`config.mk`:
```
export PLATFORM = sky130hd
export DESIGN_NAME = pm_boot_loader
export DESIGN_NICKNAME = d
export VERILOG_FILES = /design/src/rtl/pm_boot_loader.sv
export SDC_FILE = /design/constraint.sdc
export NUM_CORES = 1
export LEC_CHECK = 0
export BUFFER_PORTS_ARGS = -buffer_cell sky130_fd_sc_hd__buf_2
export CORE_MARGIN = 3
export CORE_UTILIZATION = 62
export DETAILED_ROUTE_END_ITERATION = 7
export GPL_TIMING_DRIVEN = 0
export PLACE_DENSITY = 0.85
export SLEW_MARGIN = 30
export SYNTH_ARGS = -nofsm -noshare
export SYNTH_HDL_FRONTEND = slang
export SYNTH_SLANG_ARGS = --single-unit
```
`constraint.sdc`:
```
create_clock -name clk -period 6.6 [get_ports clk]
set_input_delay 0.33 -clock clk [delete_from_list [all_inputs] [get_ports clk]]
set_output_delay 0.33 -clock clk [all_outputs]
set_load 0.05 [all_outputs]
```
`src/rtl/pm_boot_loader.sv`:
```
// Boot loader: takes a 16-bit halfword stream, builds 32-bit instructions and writes them into
// program memory from address 0. The core stays in reset until the image checksum matches.
module pm_boot_loader #(
    parameter int PMA_SIZE = 16,
    parameter int PMD_SIZE = 32
) (
    input  logic                clk,
    input  logic                reset,
    input  logic                ext_vld,
    input  logic [15:0]         ext_dt,
    output logic                ext_rdy,
    output logic                ldr_pm_cslt,
    output logic                ldr_pm_wrb,
    output logic [PMA_SIZE-1:0] ldr_pm_add,
    output logic [PMD_SIZE-1:0] ldr_pm_dt,
    output logic                ldr_core_rst,
    output logic                ldr_done,
    output logic                ldr_err
);

    // Count width holds both the 16-bit header and the value 2**PMA_SIZE.
    localparam int CW = (PMA_SIZE + 1 > 17) ? PMA_SIZE + 1 : 17;
    localparam logic [CW-1:0] MAX_N = {{(CW-1){1'b0}}, 1'b1} << PMA_SIZE;

    localparam logic [2:0] S_HDR  = 3'd0;
    localparam logic [2:0] S_HI   = 3'd1;
    localparam logic [2:0] S_LO   = 3'd2;
    localparam logic [2:0] S_WR   = 3'd3;
    localparam logic [2:0] S_CHK  = 3'd4;
    localparam logic [2:0] S_DONE = 3'd5;
    localparam logic [2:0] S_ERR  = 3'd6;

    logic [2:0]          state;
    logic [2:0]          state_nx;
    logic [PMA_SIZE-1:0] idx;
    logic [PMA_SIZE:0]   idx_inc;
    logic [CW-1:0]       cnt;
    logic [CW-1:0]       hdr_n;
    logic [15:0]         sum;
    logic [15:0]         hi;
    logic                xfer;
    logic                rdy_nx;

    // A halfword moves only when the stream offers it and ext_rdy was already high this cycle.
    assign xfer    = ext_vld && ext_rdy;
    assign idx_inc = {1'b0, idx} + {{PMA_SIZE{1'b0}}, 1'b1};
    assign hdr_n   = CW'(ext_dt);

    always_comb begin
        state_nx = state;
        case (state)
            S_HDR: begin
                if (xfer) begin
                    if (ext_dt == 16'd0)
                        state_nx = S_CHK;
                    else if (hdr_n > MAX_N)
                        state_nx = S_ERR;
                    else
                        state_nx = S_HI;
                end
            end
            S_HI:  if (xfer) state_nx = S_LO;
            S_LO:  if (xfer) state_nx = S_WR;
            // Widened compare so N == 2**PMA_SIZE terminates even though idx wraps.
            S_WR:  state_nx = (CW'(idx_inc) == cnt) ? S_CHK : S_HI;
            S_CHK: begin
                if (xfer)
                    state_nx = (ext_dt == sum) ? S_DONE : S_ERR;
            end
            S_DONE: state_nx = S_DONE;
            S_ERR:  state_nx = S_ERR;
            default: state_nx = S_ERR;
        endcase
    end

    always_comb begin
        rdy_nx = 1'b0;
        case (state_nx)
            S_HDR, S_HI, S_LO, S_CHK: rdy_nx = 1'b1;
            default:                  rdy_nx = 1'b0;
        endcase
    end

    always_ff @(posedge clk) begin
        if (reset) begin
            state        <= S_HDR;
            idx          <= '0;
            cnt          <= '0;
            sum          <= '0;
            hi           <= '0;
            ext_rdy      <= 1'b0;
            ldr_pm_cslt  <= 1'b0;
            ldr_pm_wrb   <= 1'b0;
            ldr_pm_add   <= '0;
            ldr_pm_dt    <= '0;
            ldr_core_rst <= 1'b1;
            ldr_done     <= 1'b0;
            ldr_err      <= 1'b0;
        end else begin
            state   <= state_nx;
            ext_rdy <= rdy_nx;
            case (state)
                S_HDR: begin
                    if (xfer) begin
                        cnt <= hdr_n;
                        sum <= ext_dt;
                    end
                end
                S_HI: begin
                    if (xfer) begin
                        hi  <= ext_dt;
                        sum <= sum + ext_dt;
                    end
                end
                S_LO: begin
                    if (xfer) begin
                        ldr_pm_dt   <= PMD_SIZE'({hi, ext_dt});
                        ldr_pm_add  <= idx;
                        sum         <= sum + ext_dt;
                        ldr_pm_cslt <= 1'b1;
                        ldr_pm_wrb  <= 1'b1;
                    end
                end
                S_WR: begin
                    ldr_pm_cslt <= 1'b0;
                    ldr_pm_wrb  <= 1'b0;
                    idx         <= idx_inc[PMA_SIZE-1:0];
                end
                default: ;
            endcase
            if (state_nx == S_DONE) begin
                ldr_done     <= 1'b1;
                ldr_core_rst <= 1'b0;
            end
            if (state_nx == S_ERR)
                ldr_err <= 1'b1;
        end
    end

endmodule

```
==> flow_summary.json, run 1 <==
{
  "setup_viol": 0,
  "port_buffers": 70,
  "fp.dieH_um": 102,
  "p_leak_uw": 0.00271,
  "cts_setup_buffers": 0,
  "p_sw_uw": 514,
  "ctsHoldBuffers": 0,
  "row_count": 34,
  "drtIter0Drc": 425,
  "final_layout_size_suffix_gt1_frac": 0.147,
  "clock_path_buffers": 2,
  "grt_pass1_wl_mm": 26.3,
  "vias": 5689,
  "overflow": 0,
  "ant_nets": 0,
  "synth_fp_nets": 774,
  "relSlewSlack": 0.480,
  "track_usage": 0.324,
  "fp.dieW_um": 102,
  "wl_per_cell_um": 17.7,
  "crit_fanout": 5,
  "final_common_cell": "nand2_1",
  "fmax_mhz": 360,
  "ys_seq_area_frac": 0.417,
  "synth_area_leaders": "dfxtp_1 (42%), nand2_1 (13%), a21oi_1 (9.1%)",
  "critPathSlowestCell": "o21ai_0",
  "fin_skew_ps": 8.62,
  "fin_crit_sh": 0.421,
  "cp-start-kind": "flop",
  "ys.flop_type": "dfxtp_1",
  "crit_family": "compound AO/OA/AOI/OAI gates",
  "cp.arrival_ps": 3170,
  "setup_tns_ps": 0,
  "yosys.area.top_type_share": 0.417,
  "yosysUniqueCellTypes": 59,
  "switching_share": 0.273,
  "hpwl_mm": 11.6,
  "cap_violations": 0,
  "clk_pin_slew_worst_paths_ps": 60,
  "synth.avg_cell_area_um2": 7.81,
  "powerDensity_mw_per_mm2": 277,
  "post_cts_resized": 0,
  "io_pins": 73,
  "cp_cell_sequence": "ha_1 > nand2_1 > o21ai_0 > o22a_1 > a221oi_1 > nor3_1 > xor2_1 > mux2i_1 > a2111oi_0",
  "synth_top_area_cell": "dfxtp_1",
  "synth_enable_flop_cells": 0,
  "cts_made_buffers": 17,
  "synthCells": 738,
  "timing.hold.ws_ps": 92.7,
  "root_buffer": "clkbuf_8",
  "grt_pass1_vias": 5435,
  "clkLatencyLatePin_ps": 510,
  "vias_per_cell": 6.01,
  "firstDrtPassIters": 5,
  "wl_mm": 16.7,
  "clkPwrFrac": 0.465,
  "htreeDepth": 4,
  "required_ps": 6990,
  "seqPwrFrac": 0.406,
  "synth-async-reset-ratio": 0,
  "internal_power_uw": 1370,
  "final_cell_mix": "nand2_1 (201), dfxtp_1 (120), a21oi_1 (105)",
  "cts_sinks": 120,
  "hold_path.class": "in -> reg",
  "rsz0062_at_grt": "no",
  "core_area_mm2": 0.00889,
  "critPathBufInv": 0,
  "hold_viol_final": 0,
  "drc": 0,
  "comb_power_share": 0.129,
  "peakVddDrop_mv": 0.174,
  "post-route-min-period_ps": 2780,
  "slew_viol_final": 0,
  "critical_path_class": "reg -> reg",
  "tightestPinTransition_ps": 780,
  "ys_ff_latch": 120,
  "grt_max_degree": 17,
  "status": "finished clean",
  "cp-end-kind": "flop",
  "netlist_area_mm2": 0.00576,
  "cts_tree": "done",
  "syn_to_final_growth_pct": 18.2,
  "final_nets": 863,
  "gp_congestion": 0.958,
  "start_util": 0.648,
  "slowest_delay_ps": 430,
  "total_power_uw": 1890,
  "diodes": 0,
  "antenna_found_initial": 0,
  "yosysWarningCount": 0,
  "dieArea_mm2": 0.0105
}
cells in the mapped netlist, drive strengths merged, types with 5 or more instances:
cell,n
xor2,20
nor2,44
xnor2,23
inv,9
nor3,16
clkbuf,46
ha,16
nand3,14
o21ai,18
buf,5
dfxtp,120
a311oi,8
nor4,11
a21oi,105
or3,9
nand2,202
o211ai,5
a21o,6
final cells by class:
cell class,count,area (um2)
Buffer,51,282
Clock buffer,17,414
Clock inverter,14,150
Fill cell,671,2080
Inverter,9,33.8
Multi-Input combinational cell,558,3040
Sequential cell,120,2400
Tap cell,108,135
Timing Repair Buffer,70,350
power groups by stage:
stage               clock network [uW]  logic [uW]  registers [uW]
floorplan                            0         163             783
global placement                     0         224             779
detailed placement                   0         234             780
CTS                                878         237             765
global route                       919         264             768
finish                             877         243             766
metrics by stage:
step	instance area (um2)	utilization	instances	worst slack [ps]
floorplan	5760	-	738	4220
global placement	6250	0.703	916	3810
detailed placement	6250	0.703	916	3750
CTS	6810	0.766	947	3920
global route	6810	0.766	947	3640
finish	6810	0.766	947	3820
cell families (layout without fill, tap and decap cells):
kind of cell	count (synthesis)	count (layout)	share of synthesized area
AO/OA/AOI/OAI	169	169	0.173
buffers and inverters	60	161	0.0547
adder cells (fa/ha/maj)	17	17	0.0382
AND/OR/NAND/NOR	325	325	0.244
flip-flops	120	120	0.417
XOR/XNOR	43	43	0.0654
multiplexers	4	4	0.00717
state kept, by name, indices dropped and copies added (netlist names):
register,count
state,3
ext_rdy,1
idx,16
ldr_done,1
ldr_pm_add,16
sum,16
ldr_pm_dt,32
ldr_pm_wrb,1
ldr_core_rst,1
hi,16
ldr_err,1
cnt,16
per-layer routing:
| layer | share of wire | track usage | up-vias |
|---|---|---|---|
| met2 | 0.47 | 0.528 | 274 |
| met1 | 0.39 | 0.386 | 2641 |
| met3 | 0.082 | 0.0730 | 70 |
| met5 | 0 | 0 | - |
| li1 | - | - | 2704 |
| met4 | 0.056 | 0.205 | 0 |
path summary, 6_finish.rpt:
path,start,end,slack [ps],depth (start not counted)
setup / recovery,sum[3],sum[15],3820,9
hold / removal,reset,sum[15],90,2
setup reg to reg,sum[3],sum[15],3820,9
hold reg to reg,ldr_core_rst,ldr_core_rst,440,2
No activity file was read; power rests on OpenSTA's default activity.
==> run 2, diff against run 1 <==
--- a/config.mk
+++ b/config.mk
@@ -5,12 +5,13 @@
 export SDC_FILE = /design/constraint.sdc
 export NUM_CORES = 1
 export LEC_CHECK = 0
+export ABC_AREA = 1
 export BUFFER_PORTS_ARGS = -buffer_cell sky130_fd_sc_hd__buf_2
 export CORE_MARGIN = 3
-export CORE_UTILIZATION = 62
+export CORE_UTILIZATION = 58
 export DETAILED_ROUTE_END_ITERATION = 7
 export GPL_TIMING_DRIVEN = 0
-export PLACE_DENSITY = 0.85
+export PLACE_DENSITY = 0.8
 export SLEW_MARGIN = 30
 export SYNTH_ARGS = -nofsm -noshare
 export SYNTH_HDL_FRONTEND = slang
==> constraint.sdc (replaced) <==
create_clock -name clk -period 2.75 [get_ports clk]
set_input_delay 0.1375 -clock clk [delete_from_list [all_inputs] [get_ports clk]]
set_output_delay 0.1375 -clock clk [all_outputs]
set_load 0.05 [all_outputs]
==> run 2 against run 1 <==
Die area grew 4.8%. Sequential power grew 140%. Clock skew shrank 1.0 ps. Via count grew 3.7%. Global-route usage shrank 1.4 points.
==> flow_summary.json, run 2 <==
{
  "fmax_mhz": 459,
  "use_met1": 0.396,
  "syn_to_final_growth_pct": 22.1,
  "netlist_area_mm2": 0.00566,
  "synth_top_area_cell": "dfxtp_1",
  "clk_pin_slew_worst_paths_ps": 60,
  "grt_pass1_vias": 5581,
  "firstDrtPassIters": 5,
  "relSlewSlack": 0.528,
  "hold_path.startpoint": "ext_dt[8]",
  "ys_seq_area_frac": 0.424,
  "htreeDepth": 4,
  "crit_fanout": 5,
  "cts_tree": "done",
  "final_common_cell": "a21oi_1",
  "synth_enable_flop_cells": 0,
  "cp-start-kind": "flop",
  "cp.arrival_ps": 2570,
  "final_core_util": 0.738,
  "comb_power_share": 0.112,
  "synth_most_common_cell": "a21oi_1",
  "port_buffers": 72,
  "yosys-top-cells-count": "a21oi_1 (121), dfxtp_1 (120), nand2_1 (107), o21ai_0 (107), nor2_1 (69)",
  "clock_path_buffers": 2,
  "regMostFlops": "ldr_pm_dt",
  "r2r-start": "sum[0]",
  "io_pins": 73,
  "clkLatencyLatePin_ps": 530,
  "final_layout_size_suffix_gt1_frac": 0.144,
  "slew_viol_final": 0,
  "peakVddDrop_mv": 0.570,
  "wl_per_cell_um": 16.5,
  "grt_pass1_wl_mm": 27.1,
  "cts_made_buffers": 17,
  "seqPwrFrac": 0.395,
  "dieArea_mm2": 0.0110,
  "ant_nets": 0,
  "core_area_mm2": 0.00937,
  "cts_sinks": 120,
  "internal_power_uw": 3400,
  "hpwl_mm": 12.2,
  "synth_area_leaders": "dfxtp_1 (42%), a21oi_1 (11%), o21ai_0 (9.5%)",
  "clkPwrFrac": 0.494,
  "drtIter0Drc": 490,
  "vias_per_cell": 5.81,
  "fin_crit_sh": 0.793,
  "ys_ff_latch": 120,
  "root_buffer": "clkbuf_8",
  "synth_fp_nets": 806,
  "critical_path_class": "reg -> reg",
  "rrSetupSlack_ps": 570,
  "crit_family": "compound AO/OA/AOI/OAI gates",
  "cap_violations": 0,
  "yosysUniqueCellTypes": 37,
  "cp_num_cells": 13,
  "final_cell_mix": "a21oi_1 (121), dfxtp_1 (120), nand2_1 (107), o21ai_0 (107), buf_2 (72)",
  "cp_cell_sequence": "ha_1 > inv_1 > fa_1 > inv_1 > nand3_1 > nand2_1 > a21oi_1 > inv_1 > a21oi_1 > a21oi_1 > xor2_1 > o21ai_0 > a21oi_1",
  "ys.flop_type": "dfxtp_1",
  "r2r-end": "sum[10]",
  "status": "finished clean",
  "synth-async-reset-ratio": 0,
  "diodes": 0,
  "rsz0062_at_grt": "no",
  "largest_reg_flops": 32,
  "critPathSlowestCell": "fa_1",
  "p_leak_uw": 0.00317,
  "powerDensity_mw_per_mm2": 674,
  "rr_worst_depth": 13,
  "grt_max_degree": 17,
  "synthCells": 770,
  "tightestPinTransition_ps": 703,
  "crit_start": "sum[0]",
  "p_sw_uw": 1260,
  "final_nets": 909,
  "drc": 0,
  "yosys.area.top_type_share": 0.424,
  "setup_tns_ps": 0,
  "required_ps": 3140,
  "hold_path.class": "in -> reg",
  "fp.dieW_um": 105,
  "fp.dieH_um": 105,
  "start_util": 0.604,
  "track_usage": 0.310,
  "slowest_delay_ps": 370,
  "fillers": 756,
  "post-route-min-period_ps": 2180,
  "overflow": 0,
  "vias": 5901,
  "setup_ws_ps": 570,
  "use_met2": 0.502,
  "row_count": 35,
  "synth.avg_cell_area_um2": 7.36,
  "gp_congestion": 0.941,
  "switching_share": 0.270,
  "wl_mm": 16.8,
  "cp-end-kind": "flop",
  "critPathBufInv": 3,
  "pre_cts_slack_ps": 598,
  "yosysWarningCount": 0,
  "cts_setup_buffers": 0,
  "antenna_found_initial": 0,
  "hold_viol_final": 0,
  "crit_top_cell": "a21oi_1",
  "gr-usage-met3": 0.0723,
  "endpoint": "sum[10]",
  "grt-busiest-layer": "met2",
  "fin_skew_ps": 7.61,
  "setup_viol": 0
}
==> run 2: per-stage QoR <==
stage	area [um2]	total power (uW)	std cells	hold slack, ps
global placement	6190	2360	971	348
CTS	6920	4650	1015	0.126
global route	6920	4820	1015	25.7
floorplan	5660	2230	770	207
finish	6920	4660	1015	18.6
detailed placement	6190	2370	971	357
==> run 2: tightest hold or removal path, cell delays in order <==
cell	delay [ps]
buf_2	100
inv_1	120
a21oi_1	150
==> run 2: final cells by class <==
cell class | count | area, um2 | share of cell area
plain buffers | 35 | 139 | 0.0201
clock buffers | 18 | 428 | 0.0619
clock inverters | 14 | 184 | 0.0266
inverters | 69 | 259 | 0.0374
multi-input cells | 546 | 2860 | 0.414
flip-flops and latches | 120 | 2400 | 0.347
well taps | 129 | 161 | 0.0233
repair buffers | 84 | 480 | 0.0695
==> run 2: worst min path at each step <==
stage	cells after the start	slack [ps]	end
2_1_floorplan	1	210	sum[8]
3_3_place_gp	2	350	sum[8]
3_5_place_dp	2	360	sum[9]
4_1_cts	3	0.1	hi[8]
5_1_grt	3	30	hi[8]
6_report	3	20	hi[8]
==> run 2: power by group through the flow <==
stage	Combinational, uW	Sequential [uW]	Clock (uW)
finish	520	1840	2300
global route	578	1840	2390
CTS	512	1840	2300
detailed placement	494	1870	0
global placement	485	1870	0
floorplan	334	1890	0
==> run 2: routing by layer <==
metal,vias to the layer above,part of all wire
li1,2828,-
met5,-,0
met4,0,0.032
met3,50,0.084
met2,268,0.47
met1,2755,0.42
==> run 2: cells by family (layout without fill, tap and decap cells) <==
logic type / after synthesis / after routing / synth area share
compound gates: 259 / 259 / 0.239
simple gates: 257 / 257 / 0.201
flops: 120 / 120 / 0.424
buf+inv: 104 / 220 / 0.0702
fa+ha+maj: 17 / 17 / 0.0389
xor+xnor: 13 / 13 / 0.0265
==> run 2: repair_timing <==
action / CTS / global route
hold buffers: 12 / 0
resized for setup: 0 / 0
hold endpoints to repair: 17 / 0
